<file path="src/rtl/hs32_mem_pkg.sv">
// Shared types and constants for the hs32 memory arbiter.
package hs32_mem_pkg;

    typedef enum logic [1:0] {
        StIdle  = 2'd0,
        StIssue = 2'd1,
        StWait  = 2'd2
    } arb_state_e;

    localparam logic RwRead  = 1'b0;
    localparam logic RwWrite = 1'b1;

    localparam int unsigned DefAw = 32;
    localparam int unsigned DefDw = 32;

endpackage

</file>
<file path="src/rtl/hs32_arb_pick.sv">
// Combinational picker: first pending channel at or after start_i, wrapping to the lowest index.
module hs32_arb_pick #(
    parameter int unsigned NCH = 2,
    parameter int unsigned IW  = 1
) (
    input  logic [NCH-1:0] pend_i,
    input  logic [IW-1:0]  start_i,
    output logic [NCH-1:0] gnt_o,
    output logic [IW-1:0]  idx_o,
    output logic           valid_o
);

    always_comb begin
        gnt_o   = '0;
        idx_o   = '0;
        valid_o = 1'b0;
        for (int i = 0; i < NCH; i++) begin
            if (!valid_o && pend_i[i] && (IW'(i) >= start_i)) begin
                valid_o  = 1'b1;
                gnt_o[i] = 1'b1;
                idx_o    = IW'(i);
            end
        end
        // Nothing at or above the start point: wrap around to the lowest pending index.
        for (int i = 0; i < NCH; i++) begin
            if (!valid_o && pend_i[i]) begin
                valid_o  = 1'b1;
                gnt_o[i] = 1'b1;
                idx_o    = IW'(i);
            end
        end
    end

endmodule

</file>
<file path="src/rtl/hs32_mem_arb.sv">
// N-channel arbiter multiplexing latched channel requests onto the hs32 external bus.
// Define HS32_MEMARB_RR_EN for round-robin arbitration; fixed priority (channel 0 first) otherwise.
module hs32_mem_arb
    import hs32_mem_pkg::*;
#(
    parameter int unsigned NCH     = 2,
    parameter int unsigned AW      = DefAw,
    parameter int unsigned DW      = DefDw,
    parameter int unsigned TMO_W   = 8,
    parameter int unsigned TIMEOUT = 0
) (
    input  logic              clk,
    input  logic              reset_n,
    input  logic              flush,
    output logic [AW-1:0]     addr,
    output logic              rw,
    input  logic [DW-1:0]     din,
    output logic [DW-1:0]     dout,
    output logic              stb,
    input  logic              ack,
    input  logic [NCH*AW-1:0] ch_addr,
    input  logic [NCH*DW-1:0] ch_dtw,
    input  logic [NCH-1:0]    ch_rw,
    input  logic [NCH-1:0]    ch_stb,
    output logic [NCH*DW-1:0] ch_dtr,
    output logic [NCH-1:0]    ch_ack,
    output logic [NCH-1:0]    ch_stl,
    output logic [NCH-1:0]    ch_err
);

    localparam int unsigned IW = (NCH > 1) ? $clog2(NCH) : 1;
    localparam logic [TMO_W-1:0] TmoLast = (TIMEOUT == 0) ? '0 : TMO_W'(TIMEOUT - 1);

    arb_state_e state_q, state_d;
    logic [NCH-1:0]         pend_q, pend_d;
    logic [IW-1:0]          own_q, own_d;
    logic [AW-1:0]          addr_q, addr_d;
    logic [DW-1:0]          dout_q, dout_d;
    logic                   rw_q, rw_d;
    logic [TMO_W-1:0]       tmo_q, tmo_d;
    logic                   kill_q, kill_d;
    logic [NCH-1:0][DW-1:0] dtr_q, dtr_d;
    logic [NCH-1:0]         ack_q, ack_d;
    logic [NCH-1:0]         err_q, err_d;

    logic [NCH-1:0][AW-1:0] slot_addr_q;
    logic [NCH-1:0][DW-1:0] slot_dtw_q;
    logic [NCH-1:0]         slot_rw_q;

    logic [NCH-1:0] cap, own_vec, pick_gnt;
    logic [IW-1:0]  pick_idx, pick_start;
    logic           pick_valid, done, timed;

`ifdef HS32_MEMARB_RR_EN
    logic [IW-1:0] ptr_q, ptr_d;

    assign pick_start = (ptr_q == IW'(NCH - 1)) ? '0 : ptr_q + 1'b1;
    assign ptr_d      = (state_q == StIdle && pick_valid && !flush) ? pick_idx : ptr_q;

    always_ff @(posedge clk or negedge reset_n) begin
        if (!reset_n) begin
            ptr_q <= IW'(NCH - 1);
        end else begin
            ptr_q <= ptr_d;
        end
    end
`else
    assign pick_start = '0;
`endif

    hs32_arb_pick #(
        .NCH(NCH),
        .IW (IW)
    ) u_pick (
        .pend_i (pend_q),
        .start_i(pick_start),
        .gnt_o  (pick_gnt),
        .idx_o  (pick_idx),
        .valid_o(pick_valid)
    );

    always_comb begin
        own_vec = '0;
        for (int i = 0; i < NCH; i++) begin
            own_vec[i] = (state_q != StIdle) && (own_q == IW'(i));
        end
    end

    assign ch_stl = pend_q | own_vec;
    assign cap    = ch_stb & ~ch_stl & {NCH{~flush}};
    assign stb    = (state_q == StIssue);
    assign addr   = addr_q;
    assign dout   = dout_q;
    assign rw     = rw_q;
    assign ch_dtr = dtr_q;
    assign ch_ack = ack_q;
    assign ch_err = err_q;

    always_comb begin
        state_d = state_q;
        pend_d  = pend_q;
        own_d   = own_q;
        addr_d  = addr_q;
        dout_d  = dout_q;
        rw_d    = rw_q;
        tmo_d   = tmo_q;
        kill_d  = kill_q;
        dtr_d   = dtr_q;
        ack_d   = '0;
        err_d   = '0;
        done    = 1'b0;
        timed   = 1'b0;

        unique case (state_q)
            StIdle: begin
                // A flush in the grant cycle drops the would-be winner along with the rest.
                if (pick_valid && !flush) begin
                    own_d   = pick_idx;
                    pend_d  = pend_q & ~pick_gnt;
                    addr_d  = slot_addr_q[pick_idx];
                    dout_d  = slot_dtw_q[pick_idx];
                    rw_d    = slot_rw_q[pick_idx];
                    kill_d  = 1'b0;
                    state_d = StIssue;
                end
            end
            StIssue: begin
                tmo_d   = '0;
                state_d = StWait;
                if (flush) begin
                    kill_d = 1'b1;
                end
            end
            StWait: begin
                if (flush) begin
                    kill_d = 1'b1;
                end
                if (ack) begin
                    done = 1'b1;
                end else if (TIMEOUT != 0 && tmo_q == TmoLast) begin
                    done  = 1'b1;
                    timed = 1'b1;
                end else begin
                    tmo_d = tmo_q + 1'b1;
                end
                if (done) begin
                    state_d = StIdle;
                    kill_d  = 1'b0;
                    if (!kill_q && !flush) begin
                        ack_d[own_q] = 1'b1;
                        err_d[own_q] = timed;
                        dtr_d[own_q] = timed ? '0 : din;
                    end
                end
            end
            default: state_d = StIdle;
        endcase

        pend_d = flush ? '0 : (pend_d | cap);
    end

    always_ff @(posedge clk or negedge reset_n) begin
        if (!reset_n) begin
            state_q <= StIdle;
            pend_q  <= '0;
            own_q   <= '0;
            addr_q  <= '0;
            dout_q  <= '0;
            rw_q    <= RwRead;
            tmo_q   <= '0;
            kill_q  <= 1'b0;
            dtr_q   <= '0;
            ack_q   <= '0;
            err_q   <= '0;
        end else begin
            state_q <= state_d;
            pend_q  <= pend_d;
            own_q   <= own_d;
            addr_q  <= addr_d;
            dout_q  <= dout_d;
            rw_q    <= rw_d;
            tmo_q   <= tmo_d;
            kill_q  <= kill_d;
            dtr_q   <= dtr_d;
            ack_q   <= ack_d;
            err_q   <= err_d;
        end
    end

    always_ff @(posedge clk or negedge reset_n) begin
        if (!reset_n) begin
            slot_addr_q <= '0;
            slot_dtw_q  <= '0;
            slot_rw_q   <= '0;
        end else begin
            for (int i = 0; i < NCH; i++) begin
                if (cap[i]) begin
                    slot_addr_q[i] <= ch_addr[i*AW +: AW];
                    slot_dtw_q[i]  <= ch_dtw[i*DW +: DW];
                    slot_rw_q[i]   <= ch_rw[i];
                end
            end
        end
    end

endmodule
</file>
<file path="config.mk">
export PLATFORM = sky130hd
export DESIGN_NAME = hs32_mem_arb
export DESIGN_NICKNAME = d
export VERILOG_FILES = /design/src/rtl/hs32_mem_pkg.sv /design/src/rtl/hs32_arb_pick.sv /design/src/rtl/hs32_mem_arb.sv
export SDC_FILE = /design/constraint.sdc
export NUM_CORES = 1
export LEC_CHECK = 0
export ABC_AREA = 1
export CORE_AREA = 4 4 186 188
export CTS_CLUSTER_SIZE = 8
export DETAILED_ROUTE_END_ITERATION = 8
export DIE_AREA = 0 0 190 192
export PLACE_DENSITY_LB_ADDON = 0.3
export SLEW_MARGIN = 30
export SYNTH_ARGS = -nofsm -noshare
export SYNTH_HDL_FRONTEND = slang
export SYNTH_HIERARCHICAL = 1
export SYNTH_SLANG_ARGS = --single-unit
</file>
<file path="constraint.sdc">
create_clock -name clk -period 1.8 [get_ports clk]
set_input_delay 0.54 -clock clk [delete_from_list [all_inputs] [get_ports clk]]
set_output_delay 0.54 -clock clk [all_outputs]
set_load 0.01 [all_outputs]
</file>
==> reports/metrics.cfg <==
[floorplanning]
io_pins = 304
die_y_um = 192
die_area_sq_mm = 0.0365
core_sq_mm = 0.0331
num_rows = 67
start_util_pct = 34.5
die_w_um = 190

[detailed_routing]
drt-pass1-iter-count = 5
avgRoutedWirePerCell_um = 16.5
dr_wl_met3_um = 2650
vias = 9791
viasPerCell = 4.63
wl_met1_um = 15500
wl_met2_um = 15900
wl_um = 34800
antenna_left = 0
drt-initial-drc-count = 514
drc = 0
highest_layer = met5

[cells_and_area]
synthToLayoutAreaGrowth_pct = 41.0
stdcell_area_sq_mm = 0.0161
fin_nets = 1836
drive_above_1_share_pct = 6.48
fin_util_pct = 48.6

[setup_path]
critPathKind = reg2out
crit_start = state_q[0]
r2r_slack_ns = 0.05
crit_fanout = 4
worstSetupStartpointType = register
worstPathRequired_ns = 1.26
crit_path_end_kind = output pin
rr_startpoint = state_q[0]
crit_arrival_ns = 1.50

[hold_path]
worstHoldStart = slot_addr_q[0]
min_path_type = reg2reg

[job]
maxCapViolCount = 0

[global_route]
antenna_found_initial = 4
grt_pass1_wl_um = 53600
grt_max_degree = 70
grt_remaining_overflow = 0
grt_pass1_vias = 9809
grt_usage_pct = 18.3

[timing]
report.final.hold_viol_count = 0
rsz0062_at_grt = true
layout_setup_ws_ns = -0.244
min_period_ns = 2.04
fin_crit_sh_pct = 114
maxSlewViolCount = 0
fmax_mhz = 489
setup_viol = 3
skew_ns = 0.0183

[clocking]
cts.htree.levels = 2
cts_tree = done
cts_made_buffers = 39
cts.sinks = 267
clockBufferDepth = 3
insertion_delay_ns = 0.51
clk_pin_slew_ns = 0.05
cts_root_buffer = clkbuf_16

[power_and_ir_drop]
leakagePower_uw = 0.00841
p_total_uw = 25600
power_density_mw_per_mm2 = 1590
peakVddDrop_mv = 0.669

[synth]
syn-cell-area_sq_mm = 0.0114
seq_area_frac_synth_pct = 58.6
ys_types = 20
syn_avg_cell_area_sq_um = 8.39
syn-instance-count = 1360
synth_warnings = 6
synth_seq_cells = 267

[place]
gp_congestion = 0.785
dp_hpwl_um = 22400
numPortBuffers = 301
placed_area_sq_mm = 0.0150

[status]
status = finished, violations left
violations = negative setup slack

## routing by layer
layer,global-route usage (%),vias to the layer above
li1,-,4813
met1,24.9,4563
met2,29.7,352
met3,4.80,57
met4,4.09,6
met5,0,-
## critical path, stage by stage (launching register included)
cell     delay, ns
dfrtp_1       0.38
inv_2         0.09
ha_4          0.16
inv_4         0.05
a21oi_4       0.13
inv_2         0.07
buf_6         0.12
## layout make-up
cell class | instances | area [sq um]
tap | 448 | 561
timing repair buffer | 345 | 3440
fill | 3237 | 17000
sequential | 267 | 6680
multi-input combinational | 830 | 3670
inverter | 180 | 678
clock buffer | 43 | 1030
clock inverter | 2 | 25.0
antenna | 1 | 2.50
## flip-flops by register name, indices dropped and copies added, names as in the netlist
signal       flops
ch_dtr          64
slot_addr_q     64
slot_dtw_q      64
addr            32
dout            32
ch_ack           2
pend_q           2
slot_rw_q        2
state_q          2
kill_q           1
own_q            1
rw               1
## Yosys cell counts
cell	n	area (sq um)
a21oi_1	5	25.0
a21oi_2	1	8.76
buf_1	3	11.3
buf_2	45	225
buf_4	9	67.6
buf_6	7	78.8
clkbuf_1	22	82.6
conb_1	1	3.75
dfrtp_1	267	6680
ha_1	5	62.6
inv_1	178	668
inv_2	2	7.51
nand2_1	476	1790
nand2_2	1	6.26
nand3_1	68	340
nand3_2	1	10.0
nor2_1	6	22.5
nor2_4	1	11.3
o21ai_0	238	1190
o21ai_1	24	120
## report_power, final
group	internal [uW]	switching [uW]	leakage [uW]	total [uW]
combinational	3730	5220	0.00450	8950
clock	3990	2500	0.000520	6490
sequential	8710	1430	0.00339	10100
## logic make-up after synthesis
group                    after synthesis  synth area share, %
AO/OA/AOI/OAI                        268                 11.8
adder cells (fa/ha/maj)                5                0.548
buffers and inverters                266                 10.0
flip-flops                           267                 58.6
other                                  1               0.0329
AND/OR/NAND/NOR                      553                 19.1
## final timing paths
| path | end | cells after the start |
|---|---|---|
| worst max-delay path | ch_stl[0] | 6 |
| min in group asynchronous | addr[5] | 2 |
| worst max register to register | slot_addr_q[3] | 9 |
| worst min-delay path | slot_addr_q[0] | 2 |
| max in group asynchronous | dout[17] | 3 |
| worst min register to register | slot_addr_q[0] | 2 |
## placed cells by master, fill, tap and decap left out, drive strengths merged
cell type      synthesis  routed
clkdlybuf4s50          0     166
diode                  0       1
nor2                   7       7
inv                  180     181
dfrtp                267     267
clkdlybuf4s15          0       4
ha                     5       5
nand2                477     477
dlygate4sd2            0     127
dlygate4sd3            0       1
conb                   1       4
a21oi                  6       6
clkinv                 0       1
nand3                 69      69
buf                   64      43
clkbuf                22      47
o21ai                262     262
## through the flow
step | TNS (ns) | hold WS (ns) | setup WS [ns] | std cells
after floorplan | 0 | 0.244 | 0.0555 | 1363
after global placement | -32.52 | 0.453 | -0.240 | 2063
after detailed placement | -36.56 | 0.458 | -0.311 | 2063
after CTS | -0.552 | 0.470 | -0.251 | 2111
after global routing | -2.04 | 0.486 | -0.316 | 2115
final | -0.520 | 0.467 | -0.244 | 2116
## repair_timing
action / in CTS / in global routing
hold endpoints to repair: 30 / 0
hold buffers: 1 / 0
resized for setup: 157 / 7
buffers inserted: 2 / 0
setup endpoints to repair: 189 / 78
cloned: 0 / 4
pin swaps: 2 / 2
Note: power is estimated with default switching activity, not from simulation.
